[config.mk]
export PLATFORM = sky130hd
export DESIGN_NAME = pc_gen
export DESIGN_NICKNAME = d
export VERILOG_FILES = /design/src/rtl/pc_gen_pkg.sv /design/src/rtl/pc_ras.sv /design/src/rtl/pc_gen.sv
export SDC_FILE = /design/constraint.sdc
export NUM_CORES = 1
export LEC_CHECK = 0
export ABC_AREA = 1
export BUFFER_PORTS_ARGS = -buffer_cell sky130_fd_sc_hd__buf_4
export CAP_MARGIN = 20
export CORE_MARGIN = 10
export CORE_UTILIZATION = 55
export DETAILED_ROUTE_END_ITERATION = 8
export GPL_TIMING_DRIVEN = 0
export PLACE_DENSITY_LB_ADDON = 0.08
export SYNTH_ARGS = -nofsm -noshare
export SYNTH_HDL_FRONTEND = slang
export SYNTH_SLANG_ARGS = --single-unit
[constraint.sdc]
create_clock -name clk -period 4.45 [get_ports clk]
set_clock_uncertainty 0.15 [all_clocks]
set_input_delay 0.2225 -clock clk [delete_from_list [all_inputs] [get_ports clk]]
set_output_delay 0.2225 -clock clk [all_outputs]
set_load 0.05 [all_outputs]
[src/rtl/pc_gen_pkg.sv]
// Shared definitions for the fetch PC generator: state encoding, PC increment
// and small alignment helpers.
package pc_gen_pkg;

    // Sequencer states. BOOT holds the reset vector for one cycle before fetch starts.
    localparam logic [0:0] StBoot = 1'b0;
    localparam logic [0:0] StRun  = 1'b1;

    // Sequential fetch increment (one 32-bit instruction).
    localparam logic [31:0] PcIncr = 32'h4;

    // True when the two low address bits select a word boundary.
    function automatic logic is_word_aligned(input logic [1:0] lsbs);
        return lsbs == 2'b00;
    endfunction

endpackage

[src/rtl/pc_ras.sv]
// Circular return-address stack. Push past capacity overwrites the oldest
// entry; push and pop in the same cycle replaces the top entry. Only the
// count and pointer are reset, the entry storage keeps its contents.
module pc_ras #(
    parameter int unsigned Width = 32,
    parameter int unsigned Depth = 4
) (
    input  logic             clk,
    input  logic             rst,
    input  logic             push_i,
    input  logic             pop_i,
    input  logic [Width-1:0] data_i,
    output logic [Width-1:0] top_o,
    output logic             valid_o
);

    localparam int unsigned PtrW = (Depth > 1) ? $clog2(Depth) : 1;
    localparam int unsigned CntW = $clog2(Depth + 1);

    logic [Width-1:0] mem_q [Depth];

    // ptr_q is the next write slot; the top entry lives one below it.
    logic [PtrW-1:0] ptr_q, ptr_d;
    logic [PtrW-1:0] top_idx;
    logic [PtrW-1:0] wr_idx;
    logic [CntW-1:0] cnt_q, cnt_d;
    logic            wr_en;
    logic            pop_eff;

    assign top_idx = ptr_q - PtrW'(1);
    assign top_o   = mem_q[top_idx];
    assign valid_o = (cnt_q != '0);

    // Next pointer/count and write slot from the push/pop request pair.
    always_comb begin
        pop_eff = pop_i && (cnt_q != '0);
        ptr_d   = ptr_q;
        cnt_d   = cnt_q;
        wr_en   = 1'b0;
        wr_idx  = ptr_q;
        if (push_i && pop_eff) begin
            // Return followed by a call: top is replaced, depth unchanged.
            wr_en  = 1'b1;
            wr_idx = top_idx;
        end else if (push_i) begin
            wr_en  = 1'b1;
            wr_idx = ptr_q;
            ptr_d  = ptr_q + PtrW'(1);
            if (cnt_q != CntW'(Depth)) begin
                cnt_d = cnt_q + CntW'(1);
            end
        end else if (pop_eff) begin
            ptr_d = top_idx;
            cnt_d = cnt_q - CntW'(1);
        end
    end

    // Pointer and occupancy, cleared by reset.
    always_ff @(posedge clk or negedge rst) begin
        if (!rst) begin
            ptr_q <= '0;
            cnt_q <= '0;
        end else begin
            ptr_q <= ptr_d;
            cnt_q <= cnt_d;
        end
    end

    // Entry storage, deliberately not reset.
    always_ff @(posedge clk) begin
        if (wr_en) begin
            mem_q[wr_idx] <= data_i;
        end
    end

endmodule

[src/rtl/pc_gen.sv]
// Fetch PC generator: sequential fetch, redirects, traps/mret with a saved
// EPC, misaligned-target rejection and a return-address stack for calls.
module pc_gen
    import pc_gen_pkg::*;
#(
    parameter int unsigned     XLEN         = 32,
    parameter logic [XLEN-1:0] RESET_VECTOR = '0,
    parameter int unsigned     RAS_DEPTH    = 4
) (
    input  logic            clk,
    input  logic            rst,
    input  logic            stall,
    input  logic            redirect,
    input  logic [XLEN-1:0] redir_target,
    input  logic            call,
    input  logic            ret,
    input  logic            trap,
    input  logic [XLEN-1:0] trap_vec,
    input  logic            mret,
    output logic [XLEN-1:0] pc,
    output logic [XLEN-1:0] pc_plus4,
    output logic [XLEN-1:0] epc,
    output logic            misalign,
    output logic [XLEN-1:0] ras_top,
    output logic            ras_valid
);

    logic [0:0]      state_q, state_d;
    logic [XLEN-1:0] pc_q, pc_d;
    logic [XLEN-1:0] epc_q, epc_d;
    logic            misalign_q, misalign_d;

    logic            run;
    logic            target_ok;
    logic [XLEN-1:0] trap_target;
    logic            ras_push;
    logic            ras_pop;

    assign run         = (state_q == StRun);
    assign target_ok   = is_word_aligned(redir_target[1:0]);
    assign trap_target = trap_vec & ~XLEN'(3);

    // Wraps naturally modulo 2^XLEN.
    assign pc_plus4 = pc_q + XLEN'(PcIncr);

    assign pc       = pc_q;
    assign epc      = epc_q;
    assign misalign = misalign_q;

    // Next PC by priority: trap > mret > redirect > stall > sequential.
    // In BOOT only a trap may move the PC.
    always_comb begin
        state_d    = StRun;
        pc_d       = pc_q;
        epc_d      = epc_q;
        misalign_d = 1'b0;
        if (trap) begin
            pc_d  = trap_target;
            epc_d = pc_q;
        end else if (run) begin
            if (mret) begin
                pc_d = epc_q;
            end else if (redirect) begin
                if (target_ok) begin
                    pc_d = redir_target;
                end else begin
                    misalign_d = 1'b1;
                end
            end else if (!stall) begin
                pc_d = pc_plus4;
            end
        end
    end

    // RAS requests: a call pushes only when its redirect is actually taken
    // and fetch is not stalled; a return pops unless stalled or trapping.
    always_comb begin
        ras_push = run && redirect && call && target_ok && !stall && !trap && !mret;
        ras_pop  = run && ret && !stall && !trap;
    end

    // Architectural PC state with asynchronous reset.
    always_ff @(posedge clk or negedge rst) begin
        if (!rst) begin
            state_q    <= StBoot;
            pc_q       <= RESET_VECTOR;
            epc_q      <= '0;
            misalign_q <= 1'b0;
        end else begin
            state_q    <= state_d;
            pc_q       <= pc_d;
            epc_q      <= epc_d;
            misalign_q <= misalign_d;
        end
    end

    pc_ras #(
        .Width (XLEN),
        .Depth (RAS_DEPTH)
    ) u_ras (
        .clk     (clk),
        .rst     (rst),
        .push_i  (ras_push),
        .pop_i   (ras_pop),
        .data_i  (pc_plus4),
        .top_o   (ras_top),
        .valid_o (ras_valid)
    );

endmodule
Yosys cells after proc, flatten, opt, wreduce, memory -nomap -nowiden
Memories as Yosys holds them, arrays and structs flattened. Cells that the tools add are included.

Logic and storage cells: 59. Bits in latches: 0. Output and inout bits: 130. Register bits: 71. Memories kept: 1. Bits in writable memories: 128. Input port bits: 72. Memory bits (read-only): 0.

Multipliers: 0. Bitwise logic cells: 1. Equal/unequal tests: 4. $add $sub $neg: 5. Mux-type cells: 21. Shifts and indexed selects: 0. Divide/modulo/power cells: 0. $lt $le $gt $ge: 0. Reductions and logical operators: 21.

Memories: u_ras.mem_q (depth 4, bits a word 32, read ports 1, clocked after memory_dff 0, write ports 1, RTL line pc_ras.sv:20) `logic [Width-1:0] mem_q [Depth];`.

Operator list (number): $mux 32 (6); $add 32x3->32 const B (1); $logic_and 1x1->1 (11); $mux 1 (9); $mux 3 (3); $ne 4x1->1 const B (2); $mux 2 (3); $reduce_and 3->1 (2); $reduce_bool 2->1 (2); $add 3x1->3 const B (1); $logic_not 1->1 (3); $ne 3x3->1 const B (1); $reduce_bool 3->1 (1); $sub 3x1->3 const B (1); $add 2x1->2 const B (1); $logic_not 2->1 (1); $ne 2x2->1 const B (1); $reduce_and 2->1 (1); $sub 2x1->2 const B (1); $not 1->1 (1).

Logic depth before layout (Yosys ltp)
Depth in word-level cells: 10. Mapped depth: 12. Depth with buffers taken out: 12.

Modules after synthesis
A second synthesis with hierarchy kept.

Cells, all modules: 1024. Area, all modules: 9415.3 µm².

Modules (own cells, without submodules): pc_ras (cells each 432, times used 1, area each 5252.5 µm², seq. area each 3968.8 µm²); pc_gen (cells each 592, times used 1, area each 4162.7 µm², seq. area each 1651.6 µm²).

Worst setup path before layout
No wires, ideal clock.

Path kind: flip-flop to flip-flop. From: reg u_ras.cnt_q[0]. To: mem u_ras.mem_q[0][0] (enable). Library setup time: 421 ps. Cell stages (with the launch flop): 9. Slack: 733 ps. Path buffers: 0. Data required time: 3879 ps. Arrival time: 3146 ps. Clock period less this slack: 3717 ps. Cells stage by stage: dfrtp_1 nor2_1 nand2_1 nand4_1 inv_1 ha_1 xor2_1 or2_2 nor2_1.

Cells in the longest elaborated chain, start to end: 6. Elaborated cells between the ends (all ways): 7. Those cells by class: mux: 4; reduce/logical: 3.

Ends and longest elaborated chain: start: declaration (RTL line pc_ras.sv:26) `logic [CntW-1:0] cnt_q, cnt_d;`; start signal: assignment (RTL line pc_ras.sv:65) `cnt_q <= cnt_d;`; $reduce_bool 3->1 *; net ras_valid (RTL line pc_gen.sv:25) `output logic ras_valid`; $logic_and 1x1->1 * (RTL line pc_ras.sv:36) `pop_eff = pop_i && (cnt_q != '0);`; $logic_and 1x1->1 * (RTL line pc_ras.sv:41) `if (push_i && pop_eff) begin`; $mux 1 (RTL line pc_ras.sv:41); $mux 1 (RTL line pc_ras.sv:71) `if (wr_en) begin`; $mux 1 (implied by the code) (RTL line pc_ras.sv:72) `mem_q[wr_idx] <= data_i;`; end: declaration (RTL line pc_ras.sv:20).

The timed path passes the listed nets; every way through them passes the cells marked *.

Worst setup path after layout
From: reg pc_q[3], in the netlist pc[3]. To: out pc_plus4[28].

Cells in the longest elaborated chain, start to end: 1.

Ends and longest elaborated chain: start: declaration (RTL line pc_gen.sv:29) `logic [XLEN-1:0] pc_q, pc_d;`; start signal: assignment (RTL line pc_gen.sv:91) `pc_q <= pc_d;`; $add 32x3->32 (RTL line pc_gen.sv:44) `assign pc_plus4 = pc_q + XLEN'(PcIncr);`; end: declaration (RTL line pc_gen.sv:21) `output logic [XLEN-1:0] pc_plus4,`.

No other way between the ends.

==> impl_metrics.ini <==
[sta]
fin_crit_sh_pct = 65.91
fmax_mhz = 340.9
worst_slew_pin_slew_ps = 969.6
fin_setup_tns_ps = 0
rsz0062_at_grt = false
setup_viol = 0
hold_viol = 0
relSlewSlack_pct = 35.36
worst_slack_ps = 1517
drv_slew = 0
whs_ps = 22.54
min_period_ps = 2933

[clocking]
cts-root-buf = clkbuf_16
cts_buffers = 17
cts.path.max_buffers = 2
clock-sinks = 199
post_cts_buffers = 0
htreeDepth = 4
clock_latency_ps = 440
cts_tree = yes
clk_pin_slew_ps = 70

[pwr]
powerDensity_nw_per_um2 = 558.0
p_leak_nw = 5.354
vdd_drop_max_uv = 452.9
finalPower_w = 0.006857

[layout]
final_net_count = 1369
drive_gt1_share_pct = 21.59
design_area_sq_um = 12290
area_delta_synth_final_pct = 28.41
num_antenna_cells = 0

[place]
port_buffers = 197
dp_slack_ps = 1289
placed_area_sq_um = 11450
dp_hpwl_mm = 21.78
finalWeightedCongestion = 0.9449

[global_routing]
antenna_found_initial = 0
overflow = 0
grt_max_degree = 72
grt_pass1_vias = 8045
grt_use_total_pct = 24.50
grt_pass1_wl_mm = 45.11

[routing]
firstDrtPassIters = 6
wl_mm = 29.12
final_antenna_net_count = 0
drt-initial-drc-count = 849
routed_via_density = 5.376
vias = 8231
wl_per_cell_um = 19.02
drc = 0

[setup_path]
cp_top_family = simple AND/OR/NAND/NOR gates
worst_setup_path_start_kind = register
crit_fanout = 6
worst-r2r-cell-count = 10
setup.worst_path.class = register to primary output
cp.arrival_ps = 2560
cp-end-kind = primary output
max_stage_delay_ps = 470
worstPathRequired_ps = 4080
slowest_stage = dfrtp_1
crit_top_cell = nand2_1
path_cells = ha_1 > nand2_1 > nor2_4 > nand2_4 > nor2_1 > nand3_1 > nand2_1 > buf_4
crit_buf_inv = 1
cp_num_cells = 8

[outcome]
status = complete, no violations

[logic_synthesis]
synthArstFlopShare_pct = 35.68
synth_fp_nets = 1122
mappedNetlistArea_sq_um = 9569
synthCells = 1046
ys_ff_latch = 199
yosys_warnings = 0
seq_area_frac_synth_pct = 58.73
syn_avg_cell_area_sq_um = 9.148
ys.flop_type = edfxtp_1
synth_cell_types = 44
synth_edf_count = 128

[floorplan]
rows = 48
start_util_pct = 55.71
design.core.area_sq_um = 17180
die_width_um = 151.9
die_h_um = 151.9
die_area_sq_um = 23080
io_pins = 202

[hold_path]
hold_path.class = input pin to register
whs_path_depth = 5

[run]
drv_cap = 0
==> cells in the final DEF (no fill, tap or decap), types with 9 or more instances in the layout <==
cell type / n
nor2_4: 11
buf_4: 199
edfxtp_1: 128
clkbuf_16: 17
nand3_1: 29
clkbuf_1: 26
nor2_1: 136
buf_2: 10
inv_1: 72
o21ai_0: 108
a21oi_1: 23
dfrtp_1: 71
nand2_1: 327
o21a_1: 16
o2bb2ai_1: 15
dlygate4sd3_1: 27
xor2_1: 9
==> power by group <==
group          internal [W]  switching (W)
combinational      0.000859        0.00225
clock              0.000743       0.000728
sequential          0.00213       0.000141
==> worst register-to-register path, stage by stage, from the launching register on <==
cell and delay, ps:
dfrtp_1 320, buf_2 230, inv_1 130, nor2_1 350
inv_1 100, nand2_1 140, nand2_1 60, o21ai_1 260
inv_1 150, nor2_4 280, buf_12 240
==> Yosys cell counts, types with 2 or more instances <==
cell	n	share of area, %
buf_4	2	0.16
o21ai_1	4	0.21
clkinv_1	2	0.078
a22oi_2	4	0.52
edfxtp_1	128	40
buf_2	10	0.52
o2bb2ai_1	15	1.4
inv_1	72	2.8
nor2_4	7	0.82
a22oi_1	2	0.16
nor3_1	2	0.10
nand3_1	29	1.5
ha_1	3	0.39
buf_1	3	0.12
buf_6	5	0.59
xor2_1	9	0.82
nand3b_1	3	0.24
xnor2_1	4	0.37
nor2_2	3	0.20
o211ai_1	6	0.47
nor2_1	140	5.5
nand2_4	5	0.59
a21oi_1	23	1.2
nand4_1	2	0.13
o21a_1	16	1.3
dfrtp_1	71	19
clkbuf_1	25	0.98
o21ai_0	108	5.6
nand2_1	327	13
buf_8	2	0.31
==> per-layer routing <==
metal | global-route usage (%) | vias to the layer above | wire [um]
li1 | - | 3946 | -
met1 | 30.81 | 3899 | 12010
met2 | 40.09 | 332 | 13980
met3 | 6.097 | 54 | 2288
met4 | 8.987 | 0 | 844
met5 | 0 | - | 0
==> layout make-up <==
type | count | area [sq um]
flip-flops and latches | 199 | 5620
fillers | 1346 | 4888
multi-input cells | 724 | 3432
repair buffers | 228 | 1837
clock buffers | 18 | 429.2
inverters | 76 | 290.3
well taps | 225 | 281.5
plain buffers | 47 | 256.5
clock inverters | 14 | 141.4
==> repair_timing <==
| action | in CTS | in global routing |
|---|---|---|
| endpoints found under the hold margin | 95 | 0 |
| gates resized for setup | 0 | 0 |
| hold buffers | 27 | 0 |
==> cells by family (layout without fill, tap and decap cells) <==
group / count (synthesis) / in the layout / synth area share, %
compound gates: 184 / 184 / 11.43
xor+xnor: 13 / 13 / 1.190
fa+ha+maj: 4 / 4 / 0.6015
buf+inv: 123 / 383 / 5.714
flops: 199 / 199 / 58.73
other cells: 1 / 1 / 0.03919
simple gates: 522 / 522 / 22.29
==> final timing paths <==
kind                                start                 end  slack (ps)
hold / removal               trap_vec[18]              pc[18]          20
hold reg to reg            u_ras.cnt_q[2]      u_ras.cnt_q[2]         350
min in group asynchronous             rst              epc[9]         310
setup reg to reg           u_ras.ptr_q[0]  u_ras.mem_q[1][19]        1730
max in group asynchronous             rst      u_ras.ptr_q[1]        3190
setup / recovery                    pc[3]        pc_plus4[28]        1520
==> sequential cells by signal, indices dropped and copies added (netlist names) <==
signal	count
u_ras.cnt_q	3
u_ras.mem_q	128
epc	32
misalign	1
pc	32
u_ras.ptr_q	2
run	1
==> stage by stage <==
stage | util [%] | std cells
2_1_floorplan | - | 1046
3_3_place_gp | 65.96 | 1468
3_5_place_dp | 66.64 | 1472
4_1_cts | 71.54 | 1531
5_1_grt | 71.54 | 1531
6_report | 71.54 | 1531
Power figures use the tool's default switching activity.
